**src/rtl/swerv_trace_event_fifo_if.sv**
```systemverilog
// ---------------------------------------------------------------------------
// swerv_trace_event_fifo_if
//
// Record stream from the trace capture FIFO to the trace sink.
//
//   out_valid  source -> sink   a record is presented
//   out_ready  sink -> source   the sink takes the record this cycle
//   out_stage  source -> sink   pipeline stage code of the record
//   out_pc     source -> sink   PC of the record
//   out_ts     source -> sink   timestamp of the cycle the event was captured
//   out_lost   source -> sink   events were dropped just before this record
//
// master: the FIFO side (drives the record), slave: the sink side.
// ---------------------------------------------------------------------------
interface swerv_trace_event_fifo_if #(
  parameter int TS_W = 16
);
  logic            out_valid;
  logic            out_ready;
  logic [2:0]      out_stage;
  logic [31:0]     out_pc;
  logic [TS_W-1:0] out_ts;
  logic            out_lost;

  modport master (
    output out_valid,
    output out_stage,
    output out_pc,
    output out_ts,
    output out_lost,
    input  out_ready
  );

  modport slave (
    input  out_valid,
    input  out_stage,
    input  out_pc,
    input  out_ts,
    input  out_lost,
    output out_ready
  );
endinterface

```
**src/rtl/swerv_trace_event_fifo.sv**
```systemverilog
// ---------------------------------------------------------------------------
// swerv_trace_event_fifo
//
// Capture stage for SweRV EH1 microarchitectural trace events. Up to two
// stage events per cycle are timestamped with a free-running counter, queued
// in a first-word-fall-through FIFO and streamed to the sink one record per
// cycle. When the FIFO cannot take an event it is dropped, counted, and the
// next record that does get written carries a "lost" marker.
//
// Ports
//   clk, rst         clock, synchronous active-high reset
//   ev0_* / ev1_*    lane-0 / lane-1 event taps (valid, stage code, PC);
//                    lane 0 is ordered before lane 1 within a cycle
//   finish_req       end-of-trace request; afterwards new events are ignored
//   out_if           record stream (master side of the interface)
//   level            current FIFO occupancy
//   drop_count       total dropped events, saturating
//   done             sticky: finish requested and FIFO fully drained
//
// DEPTH must be a power of two and at least 4 (pointers wrap naturally and
// the second write slot must never alias the first).
// ---------------------------------------------------------------------------
module swerv_trace_event_fifo #(
  parameter int DEPTH  = 16,
  parameter int TS_W   = 16,
  parameter int DROP_W = 16
) (
  input  logic                     clk,
  input  logic                     rst,
  input  logic                     ev0_valid,
  input  logic [2:0]               ev0_stage,
  input  logic [31:0]              ev0_pc,
  input  logic                     ev1_valid,
  input  logic [2:0]               ev1_stage,
  input  logic [31:0]              ev1_pc,
  input  logic                     finish_req,
  swerv_trace_event_fifo_if.master out_if,
  output logic [$clog2(DEPTH):0]   level,
  output logic [DROP_W-1:0]        drop_count,
  output logic                     done
);

  localparam int PTR_W = $clog2(DEPTH);
  localparam int LVL_W = PTR_W + 1;
  localparam int EV_W  = 3 + 32;          // {pc, stage}
  localparam int REC_W = 1 + TS_W + EV_W; // {lost, ts, pc, stage}

  // Record field positions inside a stored entry.
  localparam int STAGE_LSB = 0;
  localparam int PC_LSB    = 3;
  localparam int TS_LSB    = EV_W;
  localparam int LOST_BIT  = REC_W - 1;

  // -------------------------------------------------------------------------
  // State
  // -------------------------------------------------------------------------
  logic [REC_W-1:0]  mem_q [DEPTH];

  logic [PTR_W-1:0]  wr_ptr_q, wr_ptr_d;
  logic [PTR_W-1:0]  rd_ptr_q, rd_ptr_d;
  logic [LVL_W-1:0]  level_q, level_d;
  logic [TS_W-1:0]   ts_q, ts_d;
  logic [DROP_W-1:0] drop_count_q, drop_count_d;
  logic              lost_pending_q, lost_pending_d;
  logic              finishing_q, finishing_d;
  logic              done_q, done_d;

  // -------------------------------------------------------------------------
  // Lane gathering. Once finishing is registered the taps are ignored
  // entirely: nothing is written and nothing is counted as dropped. Events in
  // the very cycle finish_req first appears are still taken because
  // finishing_q is not yet set.
  // -------------------------------------------------------------------------
  logic [1:0]      lane_raw_valid;
  logic [1:0]      lane_valid;
  logic [EV_W-1:0] lane_ev [2];

  assign lane_raw_valid = {ev1_valid, ev0_valid};
  assign lane_ev[0]     = {ev0_pc, ev0_stage};
  assign lane_ev[1]     = {ev1_pc, ev1_stage};

  for (genvar gi = 0; gi < 2; gi++) begin : g_lane
    assign lane_valid[gi] = lane_raw_valid[gi] & ~finishing_q;
  end

  // -------------------------------------------------------------------------
  // Write / drop / pop arithmetic
  // -------------------------------------------------------------------------
  logic [LVL_W-1:0]  free_slots;
  logic [1:0]        n_req;
  logic [1:0]        n_acc;
  logic [1:0]        n_drop;
  logic              wr0_en, wr1_en;
  logic [PTR_W-1:0]  wr_ptr_p1;
  logic [EV_W-1:0]   slot0_ev;
  logic [REC_W-1:0]  wr0_data, wr1_data;
  logic              pop;
  logic [DROP_W:0]   drop_sum;
  logic [REC_W-1:0]  head;
  logic              head_valid;

  assign head_valid = (level_q != '0);
  assign head       = mem_q[rd_ptr_q];
  assign pop        = head_valid & out_if.out_ready;

  always_comb begin
    // Space is judged on the occupancy at the start of the cycle; a pop in
    // the same cycle does not make room for an incoming event.
    free_slots = LVL_W'(DEPTH) - level_q;
    n_req      = {1'b0, lane_valid[0]} + {1'b0, lane_valid[1]};

    // At most two requests, so a shortfall can only mean 0 or 1 free slots.
    if (free_slots >= LVL_W'(n_req)) begin
      n_acc = n_req;
    end else begin
      n_acc = free_slots[1:0];
    end
    n_drop = n_req - n_acc;

    wr0_en    = (n_acc != 2'd0);
    wr1_en    = (n_acc == 2'd2);
    wr_ptr_p1 = wr_ptr_q + PTR_W'(1);

    // Slot 0 holds the oldest accepted event: lane 0 if present, otherwise
    // lane 1 on its own. Slot 1 is only used when both lanes are accepted.
    slot0_ev = lane_valid[0] ? lane_ev[0] : lane_ev[1];

    // The first record written after a loss carries the marker. A second
    // record in the same cycle follows it directly, so it never does.
    wr0_data = {lost_pending_q, ts_q, slot0_ev};
    wr1_data = {1'b0, ts_q, lane_ev[1]};

    wr_ptr_d = wr_ptr_q + PTR_W'(n_acc);
    rd_ptr_d = rd_ptr_q + PTR_W'(pop);
    level_d  = level_q + LVL_W'(n_acc) - LVL_W'(pop);
    ts_d     = ts_q + TS_W'(1);

    // A drop always (re)arms the marker, even when lane 0 was written in the
    // same cycle: lane 0 already took the old marker, lane 1's loss has to
    // be reported on the next record.
    if (n_drop != 2'd0) begin
      lost_pending_d = 1'b1;
    end else if (wr0_en) begin
      lost_pending_d = 1'b0;
    end else begin
      lost_pending_d = lost_pending_q;
    end

    drop_sum = {1'b0, drop_count_q} + (DROP_W + 1)'(n_drop);
    if (drop_sum[DROP_W]) begin
      drop_count_d = '1;
    end else begin
      drop_count_d = drop_sum[DROP_W-1:0];
    end

    // done looks at the next-state values so that it rises right after the
    // last pop (or right after finish_req when already empty).
    finishing_d = finishing_q | finish_req;
    done_d      = done_q | (finishing_d & (level_d == '0));
  end

  // -------------------------------------------------------------------------
  // Control registers
  // -------------------------------------------------------------------------
  always_ff @(posedge clk) begin
    if (rst) begin
      wr_ptr_q       <= '0;
      rd_ptr_q       <= '0;
      level_q        <= '0;
      ts_q           <= '0;
      drop_count_q   <= '0;
      lost_pending_q <= 1'b0;
      finishing_q    <= 1'b0;
      done_q         <= 1'b0;
    end else begin
      wr_ptr_q       <= wr_ptr_d;
      rd_ptr_q       <= rd_ptr_d;
      level_q        <= level_d;
      ts_q           <= ts_d;
      drop_count_q   <= drop_count_d;
      lost_pending_q <= lost_pending_d;
      finishing_q    <= finishing_d;
      done_q         <= done_d;
    end
  end

  // -------------------------------------------------------------------------
  // Record storage. Contents are not reset: stale entries are unreachable
  // once the pointers and level are cleared, and the outputs are masked
  // while the FIFO is empty.
  // -------------------------------------------------------------------------
  always_ff @(posedge clk) begin
    if (wr0_en) begin
      mem_q[wr_ptr_q] <= wr0_data;
    end
    if (wr1_en) begin
      mem_q[wr_ptr_p1] <= wr1_data;
    end
  end

  // -------------------------------------------------------------------------
  // Outputs. The head entry falls through combinationally; it only changes
  // on a pop, so it holds while the sink stalls.
  // -------------------------------------------------------------------------
  assign out_if.out_valid = head_valid;
  assign out_if.out_stage = head_valid ? head[STAGE_LSB +: 3]  : 3'd0;
  assign out_if.out_pc    = head_valid ? head[PC_LSB +: 32]    : 32'd0;
  assign out_if.out_ts    = head_valid ? head[TS_LSB +: TS_W]  : '0;
  assign out_if.out_lost  = head_valid ? head[LOST_BIT]        : 1'b0;

  assign level      = level_q;
  assign drop_count = drop_count_q;
  assign done       = done_q;

endmodule
```
**src/flat_wrapper.sv**
```systemverilog
// flat-port wrapper written by rule: the top's interface ports become plain ports
module swerv_trace_event_fifo_flat 
#(
  parameter int DEPTH  = 16,
  parameter int TS_W   = 16,
  parameter int DROP_W = 16
)
  (clk, rst, ev0_valid, ev0_stage, ev0_pc, ev1_valid, ev1_stage, ev1_pc, finish_req, level, drop_count, done, out_if_out_valid, out_if_out_stage, out_if_out_pc, out_if_out_ts, out_if_out_lost, out_if_out_ready);
  swerv_trace_event_fifo_if #(.TS_W(TS_W)) out_if_i ();
  input  logic clk;
  input  logic rst;
  input  logic ev0_valid;
  input  logic [2:0] ev0_stage;
  input  logic [31:0] ev0_pc;
  input  logic ev1_valid;
  input  logic [2:0] ev1_stage;
  input  logic [31:0] ev1_pc;
  input  logic finish_req;
  output logic [$clog2(DEPTH):0] level;
  output logic [DROP_W-1:0] drop_count;
  output logic done;
  output wire logic [$bits(out_if_i.out_valid)-1:0] out_if_out_valid;
  output wire logic [$bits(out_if_i.out_stage)-1:0] out_if_out_stage;
  output wire logic [$bits(out_if_i.out_pc)-1:0] out_if_out_pc;
  output wire logic [$bits(out_if_i.out_ts)-1:0] out_if_out_ts;
  output wire logic [$bits(out_if_i.out_lost)-1:0] out_if_out_lost;
  input wire logic [$bits(out_if_i.out_ready)-1:0] out_if_out_ready;
  assign out_if_out_valid = out_if_i.out_valid;
  assign out_if_out_stage = out_if_i.out_stage;
  assign out_if_out_pc = out_if_i.out_pc;
  assign out_if_out_ts = out_if_i.out_ts;
  assign out_if_out_lost = out_if_i.out_lost;
  assign out_if_i.out_ready = out_if_out_ready;
  swerv_trace_event_fifo #(.DEPTH(DEPTH), .TS_W(TS_W), .DROP_W(DROP_W)) u_core (.clk(clk), .rst(rst), .ev0_valid(ev0_valid), .ev0_stage(ev0_stage), .ev0_pc(ev0_pc), .ev1_valid(ev1_valid), .ev1_stage(ev1_stage), .ev1_pc(ev1_pc), .finish_req(finish_req), .out_if(out_if_i), .level(level), .drop_count(drop_count), .done(done));
endmodule
```
**config.mk**
```make
export PLATFORM = sky130hd
export DESIGN_NAME = swerv_trace_event_fifo_flat
export DESIGN_NICKNAME = d
export VERILOG_FILES = /design/src/rtl/swerv_trace_event_fifo_if.sv /design/src/rtl/swerv_trace_event_fifo.sv /design/src/flat_wrapper.sv
export SDC_FILE = /design/constraint.sdc
export NUM_CORES = 1
export LEC_CHECK = 0
export CAP_MARGIN = 25
export CORE_UTILIZATION = 45
export CTS_BUF_LIST = sky130_fd_sc_hd__clkbuf_16
export CTS_CLUSTER_DIAMETER = 150
export DETAILED_ROUTE_END_ITERATION = 10
export HOLD_SLACK_MARGIN = 0.06
export SLEW_MARGIN = 20
export SYNTH_ARGS = -nofsm -noshare
export SYNTH_HDL_FRONTEND = slang
export SYNTH_SLANG_ARGS = --single-unit
```
**constraint.sdc**
```tcl
create_clock -name clk -period 8.2 [get_ports clk]
set_input_delay 1.23 -clock clk [delete_from_list [all_inputs] [get_ports clk]]
set_output_delay 1.23 -clock clk [all_outputs]
set_load 0.01 [all_outputs]
```
* Word-level counts from Yosys, hierarchy flattened *
Memory sizes are Yosys's and may differ from the RTL's. A register that Yosys moved wholly into a read port is not among the register bits.
Index checks and enable logic that the tools add are counted.

storage, ports and cells
  input bits = 76
  RAM bits = 832
  register bits = 48
  output and inout bits = 75
  memories kept = 1

cells by class
  eq/ne operators = 1
  add/subtract/negate cells = 10
  $lt $le $gt $ge = 1
  mux-type cells = 14
  bitwise logic cells = 7
  reduce and logical (&&, ||, !) cells = 5

memory list
  name          words  bits a word  rd ports  clocked after memory_dff  wr ports  line                          RTL
  u_core.mem_q  16     52           1         1                         2         swerv_trace_event_fifo.sv:57  logic [REC_W-1:0] mem_q [DEPTH];

operators with widths
  cell                     number
  $mux W35                 1
  $mux W16                 2
  $mux W32                 1
  $add A16 B2 Y17          1
  $add A16 B1 Y16 const B  1
  $mux W1                  7
  $reduce_bool A2 Y1       3
  $add A5 B2 Y5            1
  $ge A5 B2 Y1             1
  $logic_not A5 Y1         1
  $reduce_bool A5 Y1       1
  $sub A5 B1 Y5            1
  $sub A5 B5 Y5 const A    1
  $add A4 B1 Y4            1
  $add A4 B1 Y4 const B    1
  $add A4 B2 Y4            1
  $and A1 B1 Y1            4
  $mux W4                  1
  $mux W3                  1
  $add A1 B1 Y2            1
  $eq A2 B2 Y1 const B     1
  $mux W2                  1
  $or A1 B1 Y1             2
  $sub A2 B2 Y2            1
  $not A1 Y1               1

* Longest topological paths before layout *
Gate-level depths: netlist of run 1.

  depth in word-level cells = 10
  depth in mapped cells = 19
  depth with buffers taken out = 18

* Worst setup path before layout of run 1 *
OpenSTA, ideal clock, no wires.

  kind = input -> register
  start point = input port ev0_valid
  end point = memory u_core.mem_q[10][0] (netlist bit), enable pin
  cell stages on the path = 12
  path buffers = 3
  path slack = 2.876 ns
  arrival time = 4.891 ns
  required time = 7.768 ns
  cell sequence = nor2b_1 clkbuf_1 and2_1 inv_1 ha_1 inv_1 o221a_2 nand4_4 buf_6 a21o_1 a21oi_2 clkbuf_1

RTL lines
  what             line                          RTL
  start, declared  flat_wrapper.sv:12            input logic ev0_valid;
  end, declared    swerv_trace_event_fifo.sv:57

==> results of run 1 <==
-- metal layers --
metal  vias to the layer above  track usage  routed length, um
li1                      12000            -                  -
met1                     14600        0.373              53100
met2                      1583        0.439              64200
met3                       276       0.0556              12600
met4                         4       0.0920               4030
met5                         -            0                 21
-- power by group through the flow --
stage | Clock, mW | Sequential [mW] | Combinational, mW
2_1_floorplan | 0 | 5.64 | 2.51
3_3_place_gp | 0 | 5.71 | 4.00
3_5_place_dp | 0 | 5.74 | 4.04
4_1_cts | 4.30 | 5.65 | 4.05
5_1_grt | 4.48 | 5.69 | 4.28
6_report | 4.25 | 5.65 | 4.04
-- stage by stage --
stage / instances / hold slack [ns] / setup WS, ns / area (um^2) / util
floorplan: 3195 / 0.427 / 2.88 / 43600 / -
global placement: 4357 / 0.445 / 1.87 / 46100 / 0.483
detailed placement: 4365 / 0.441 / 1.85 / 46200 / 0.484
CTS: 4543 / 0.459 / 2.54 / 49300 / 0.516
global route: 4547 / 0.479 / 2.27 / 49300 / 0.517
finish: 4548 / 0.466 / 2.41 / 49300 / 0.517
-- state kept, by name (all words and copies together), names as in the netlist --
| signal | flops |
|---|---|
| u_core.done | 1 |
| u_core.drop_count | 16 |
| u_core.finishing_q | 1 |
| u_core.level | 5 |
| u_core.lost_pending_q | 1 |
| u_core.mem_q | 832 |
| u_core.rd_ptr_q | 4 |
| u_core.ts_q | 16 |
| u_core.wr_ptr_q | 4 |
-- path summary, 6_finish.rpt --
| path | from | to | slack [ns] | depth (start not counted) |
|---|---|---|---|---|
| setup reg to reg | u_core.level[0] | u_core.mem_q[14][47] | 3.18 | 14 |
| hold / removal | u_core.mem_q[6][51] | u_core.mem_q[6][51] | 0.47 | 1 |
| setup / recovery | ev0_valid | u_core.mem_q[14][47] | 2.41 | 16 |
| hold reg to reg | u_core.mem_q[6][51] | u_core.mem_q[6][51] | 0.47 | 1 |
-- final cells by class --
| class | instances | area (um^2) |
|---|---|---|
| diodes | 2 | 5.00 |
| clock buffers | 97 | 2430 |
| clock inverters | 81 | 639 |
| fillers | 7915 | 46100 |
| inverters | 35 | 144 |
| multi-input cells | 1937 | 16300 |
| flip-flops and latches | 880 | 25800 |
| well taps | 1265 | 1580 |
| repair buffers | 251 | 2400 |
-- kinds of logic (layout without fill, tap and decap cells) --
family / Yosys count / after routing
xor+xnor: 33 / 33
fa+ha+maj: 20 / 20
buf+inv: 378 / 464
mux: 399 / 399
flops: 880 / 880
other cells: 0 / 2
simple gates: 948 / 948
compound gates: 537 / 537
-- cell usage in the layout, fill, tap and decap left out, types with 13 or more instances in the layout --
cell | Yosys | final
dfxtp_1 | 64 | 60
nor2b_1 | 80 | 77
buf_4 | 11 | 85
clkinv_2 | 0 | 24
xor2_1 | 13 | 13
clkdlybuf4s50_1 | 0 | 149
xnor2_1 | 20 | 20
o21ai_0 | 229 | 229
o2bb2ai_1 | 177 | 177
a211oi_1 | 21 | 19
nand3_1 | 33 | 31
and3_1 | 37 | 37
mux4_2 | 260 | 260
nor2_1 | 162 | 161
or2_2 | 15 | 15
nand2_1 | 350 | 347
o21ai_1 | 21 | 18
clkbuf_16 | 0 | 97
a21oi_1 | 42 | 42
o211a_1 | 18 | 18
clkinv_1 | 0 | 26
and2_1 | 222 | 220
mux2i_1 | 137 | 130
inv_1 | 29 | 42
edfxtp_1 | 816 | 816
ha_1 | 18 | 18
-- critical path: stages --
cell and delay (ns):
clkdlybuf4s50_1 0.60, nor2b_2 0.18, buf_4 0.32, and2_1 0.28, inv_1 0.10, ha_1 0.30, inv_1 0.10, o221ai_2 0.20
o21ai_4 0.75, a21oi_1 0.31, o21ai_2 0.20, buf_4 0.40, clkinv_2 0.29, buf_4 0.32, buf_16 0.25, and2_1 0.23
==> impl_metrics.env, run 1 <==
export IMPL_yosys_area_share_simple=0.108
export IMPL_synth_top_cells_by_count="816 x edfxtp_1, 350 x nand2_1, 260 x mux4_2, 249 x clkbuf_1, 229 x o21ai_0"
export IMPL_synth_area_mux_share=0.166
export IMPL_synth_edf_count=816
export IMPL_wl_um=134000
export IMPL_postCtsHoldBufs=0
export IMPL_ys_types=64
export IMPL_chipHeight_um=313
export IMPL_clockRootBuffer="clkbuf_16"
export IMPL_clock_path_buffers=3
export IMPL_grt_pass1_wl_um=196000
export IMPL_antenna_found_initial=4
export IMPL_numPortBuffers=150
export IMPL_synthCells=3195
export IMPL_path_clk_slew_ns=0.06
export IMPL_gr_total_overflow=0
export IMPL_fin_crit_sh=0.706
export IMPL_synthMostInstantiatedCell="edfxtp_1"
export IMPL_rsz0062_at_grt="false"
export IMPL_synth_area_um2=43600
export IMPL_swShare=0.305
export IMPL_synth_adder_area_share=0.00608
export IMPL_skew_ns=0.0390
export IMPL_worstSetupStartpointType="primary input"
export IMPL_drtPass1Iterations=7
export IMPL_boundaryPins=151
export IMPL_tightest_slew_ns=1.13
export IMPL_synth_top_family_by_area="multiplexers"
export IMPL_die_area_um2=98100
export IMPL_status="finished, final reports clean"
export IMPL_ys_warn_count=0
export IMPL_nNetsFinal=3298
export IMPL_post_cts_resize_count=0
export IMPL_synth_xor_area_frac=0.00663
export IMPL_cp_required_ns=8.59
export IMPL_vias=28500
export IMPL_drtIter0Drc=3588
export IMPL_yosys_area_top_type="edfxtp_1"
export IMPL_fin_crit_ns=5.79
export IMPL_drtAntennaViolNets=0
export IMPL_clock_fmax_mhz=173
export IMPL_hpwl_um=77400
export IMPL_drc=0
export IMPL_synthTopCellsByArea="edfxtp_1 56%, mux4_2 13%, o2bb2ai_1 3.6%"
export IMPL_viasPerCell=6.26
export IMPL_worstSetupPathType="primary input to flip-flop"
export IMPL_cellInternalPower_mw=9.69
export IMPL_clkPwrFrac=0.305
export IMPL_syn2layout_area_growth_pct=13.1
export IMPL_synth_top_cell_area_share=0.562
export IMPL_async_reset_ff_frac=0
export IMPL_postSynthAreaPerCell_um2=13.6
export IMPL_slew_headroom=0.242
export IMPL_power_frac_comb=0.290
export IMPL_wire_per_inst_um=29.5
export IMPL_ys_seq_elements=880
export IMPL_hold_viol_final=0
export IMPL_hold_path_class="flip-flop to flip-flop"
export IMPL_gp_congestion=0.836
export IMPL_cp_arrival_ns=6.18
export IMPL_seqPwrFrac=0.406
export IMPL_clock_sinks=880
export IMPL_h_tree_depth=3
export IMPL_setup_tns_ns=0
export IMPL_p_sw_mw=4.25
export IMPL_core_um2=95400
export IMPL_power_leakage_nw=15.8
export IMPL_power_density_nw_per_um2=283
export IMPL_track_usage=0.274
export IMPL_fp_row_count=113
export IMPL_cp_end_kind="flip-flop"
export IMPL_die_w_um=313
export IMPL_synth_fp_nets=3291
export IMPL_grt_max_degree=131
export IMPL_worstPathMaxFanout=42
export IMPL_cts_tree="built"
export IMPL_clkLatencyLatePin_ns=0.67
export IMPL_start_util=0.457
export IMPL_seq_area_frac_synth=0.591
export IMPL_maxCapViolCount=0
export IMPL_drive_gt1_frac=0.178
export IMPL_peakVddDrop_mv=0.210
export IMPL_synth_compound_area_frac=0.0842
export IMPL_post_cts_setup_buffers=0
export IMPL_drv_slew=0
export IMPL_power_mw=13.9
export IMPL_first_global_vias=29000
export IMPL_cts_made_buffers=97
export IMPL_synthFlopType="edfxtp_1"
export IMPL_setup_viol=0
Power figures use the tool's default switching activity.
==> inputs of run 2 (changes only) <==
==> constraint.sdc (replaced) <==
create_clock -name clk -period 5.3 [get_ports clk]
set_input_delay 0.795 -clock clk [delete_from_list [all_inputs] [get_ports clk]]
set_output_delay 0.795 -clock clk [all_outputs]
set_load 0.01 [all_outputs]
==> run 2 against run 1 <==
  * Utilization is 0.51 points higher
  * Via count is 1.8% higher
  * Total power is 56% higher
  * Sequential share of layout area is 0.51 points lower
  * Largest cell class unchanged
==> impl_metrics.env, run 2 (same netlist as run 1, synthesis figures left out) <==
export IMPL_status="finished, final reports clean"
export IMPL_top_register="u_core.mem_q"
export IMPL_hold_depth=2
export IMPL_drtIter0Drc=3700
export IMPL_r2r_slack_ns=0.85
export IMPL_post_cts_resize_count=0
export IMPL_cpMaxStageDelayCell="inv_2"
export IMPL_numPortBuffers=150
export IMPL_cp_end_kind="primary output"
export IMPL_dp_slack_ns=0.343
export IMPL_setup_tns_ns=0
export IMPL_clock_fmax_mhz=214
export IMPL_track_usage=0.282
export IMPL_final_common_cell="edfxtp_1"
export IMPL_clockRootBuffer="clkbuf_16"
export IMPL_worstSetupStartpointType="flip-flop"
export IMPL_postCtsHoldBufs=0
export IMPL_power_density_nw_per_um2=438
export IMPL_hold_end="u_core.mem_q[13][51]"
export IMPL_ff2ff_path_depth=17
export IMPL_fin_crit_ns=4.67
export IMPL_worstPathMaxFanout=23
export IMPL_viasPerCell=6.33
export IMPL_clock_path_buffers=3
export IMPL_r2r_end="u_core.drop_count[3]"
export IMPL_cts_tree="built"
export IMPL_drtPass1Iterations=6
export IMPL_drv_slew=0
export IMPL_largest_register_ffs=832
export IMPL_wire_per_inst_um=30.3
export IMPL_fin_crit_sh=0.880
export IMPL_setup_ws_ns=0.635
export IMPL_fp_row_count=113
export IMPL_clkLatencyLatePin_ns=0.67
export IMPL_core_um2=95400
export IMPL_skew_ns=0.0258
export IMPL_nNetsFinal=3328
export IMPL_vias=29000
export IMPL_drive_gt1_frac=0.185
export IMPL_cp_required_ns=4.51
export IMPL_holdCritStartpoint="u_core.mem_q[13][51]"
export IMPL_clock_sinks=880
export IMPL_power_leakage_nw=16.0
export IMPL_gr_total_overflow=0
export IMPL_cts_made_buffers=96
export IMPL_post_cts_setup_buffers=0
export IMPL_grt_max_degree=60
export IMPL_fin_util=0.522
export IMPL_hold_viol_final=0
export IMPL_boundaryPins=151
export IMPL_chipHeight_um=313
export IMPL_worstSetupPathType="flip-flop to primary output"
export IMPL_path_clk_slew_ns=0.06
export IMPL_rsz0062_at_grt="false"
export IMPL_antenna_found_initial=5
export IMPL_cp_slowest_stage_delay_ns=0.60
export IMPL_maxCapViolCount=0
export IMPL_drc=0
export IMPL_hpwl_um=76500
export IMPL_setup_viol=0
export IMPL_fillers=7898
export IMPL_syn2layout_area_growth_pct=14.3
export IMPL_crit_chain="inv_1 -> ha_1 -> and2_1 -> ha_1 -> inv_2 -> buf_4 -> and2_1 -> clkdlybuf4s50_1"
export IMPL_peakVddDrop_mv=0.449
export IMPL_start_util=0.457
export IMPL_slew_headroom=0.250
export IMPL_layout_common_cells="816 x edfxtp_1, 348 x nand2_1, 260 x mux4_2"
export IMPL_gp_congestion=0.846
export IMPL_h_tree_depth=3
export IMPL_die_w_um=313
export IMPL_tightest_slew_ns=1.09
export IMPL_drtAntennaViolNets=0
export IMPL_first_global_vias=29300
export IMPL_rr_startpoint="u_core.level[0]"
export IMPL_wl_um=139000
export IMPL_cp_arrival_ns=3.87
export IMPL_grt_pass1_wl_um=200000
export IMPL_hold_path_class="flip-flop to flip-flop"
export IMPL_die_area_um2=98100
## run 2: worst max-delay path, delay by kind of cell (launching register included)
| kind | cells | cell delay [ns] |
|---|---|---|
| adder cells (fa/ha/maj) | 2 | 0.53 |
| flip-flops | 1 | 0.49 |
| buffers and inverters | 4 | 1.77 |
| AND/OR/NAND/NOR | 2 | 0.41 |
## run 2: routing by layer
layer	global-route usage	vias up	share of wire	routed length, um
met2	0.449	1802	0.47	65100
li1	-	12100	-	-
met3	0.0651	283	0.11	15300
met5	0	-	0.000094	13
met4	0.111	2	0.037	5180
met1	0.377	14800	0.38	53300
## run 2: through the flow
stage               area (um^2)  hold slack [ns]  power [mW]  std cells
CTS                       49700            0.457        21.9       4571
floorplan                 43600            0.427        12.6       3195
detailed placement        46700            0.448        15.4       4394
global route              49800            0.482        22.5       4577
global placement          46700            0.443        15.2       4393
finish                    49800            0.463        21.8       4579
## run 2: worst max path at each step
stage,from,endpoint,depth (start not counted)
6_report,u_core.level[0],out_if_out_pc[28],8
3_3_place_gp,ev0_valid,u_core.drop_count[0],18
4_1_cts,u_core.level[0],out_if_out_pc[28],8
5_1_grt,u_core.level[0],u_core.drop_count[10],17
3_5_place_dp,ev0_valid,u_core.drop_count[7],18
2_1_floorplan,ev0_valid,u_core.mem_q[10][0],12
## run 2: power breakdown
| part | switching, mW | total, mW | internal (mW) |
|---|---|---|---|
| Clock | 2.82 | 6.56 | 3.74 |
| Sequential | 0.349 | 8.77 | 8.42 |
| Combinational | 3.55 | 6.47 | 2.92 |
| Total | 6.71 | 21.8 | 15.1 |
## run 2: layout make-up
class | count | area [um^2] | area share
inverters | 35 | 144 | 0.00289
multi-input cells | 1937 | 16300 | 0.328
clock inverters | 79 | 601 | 0.0121
well taps | 1265 | 1580 | 0.0318
clock buffers | 98 | 2450 | 0.0492
diodes | 3 | 7.51 | 0.000151
repair buffers | 282 | 2900 | 0.0582
flip-flops and latches | 880 | 25800 | 0.518
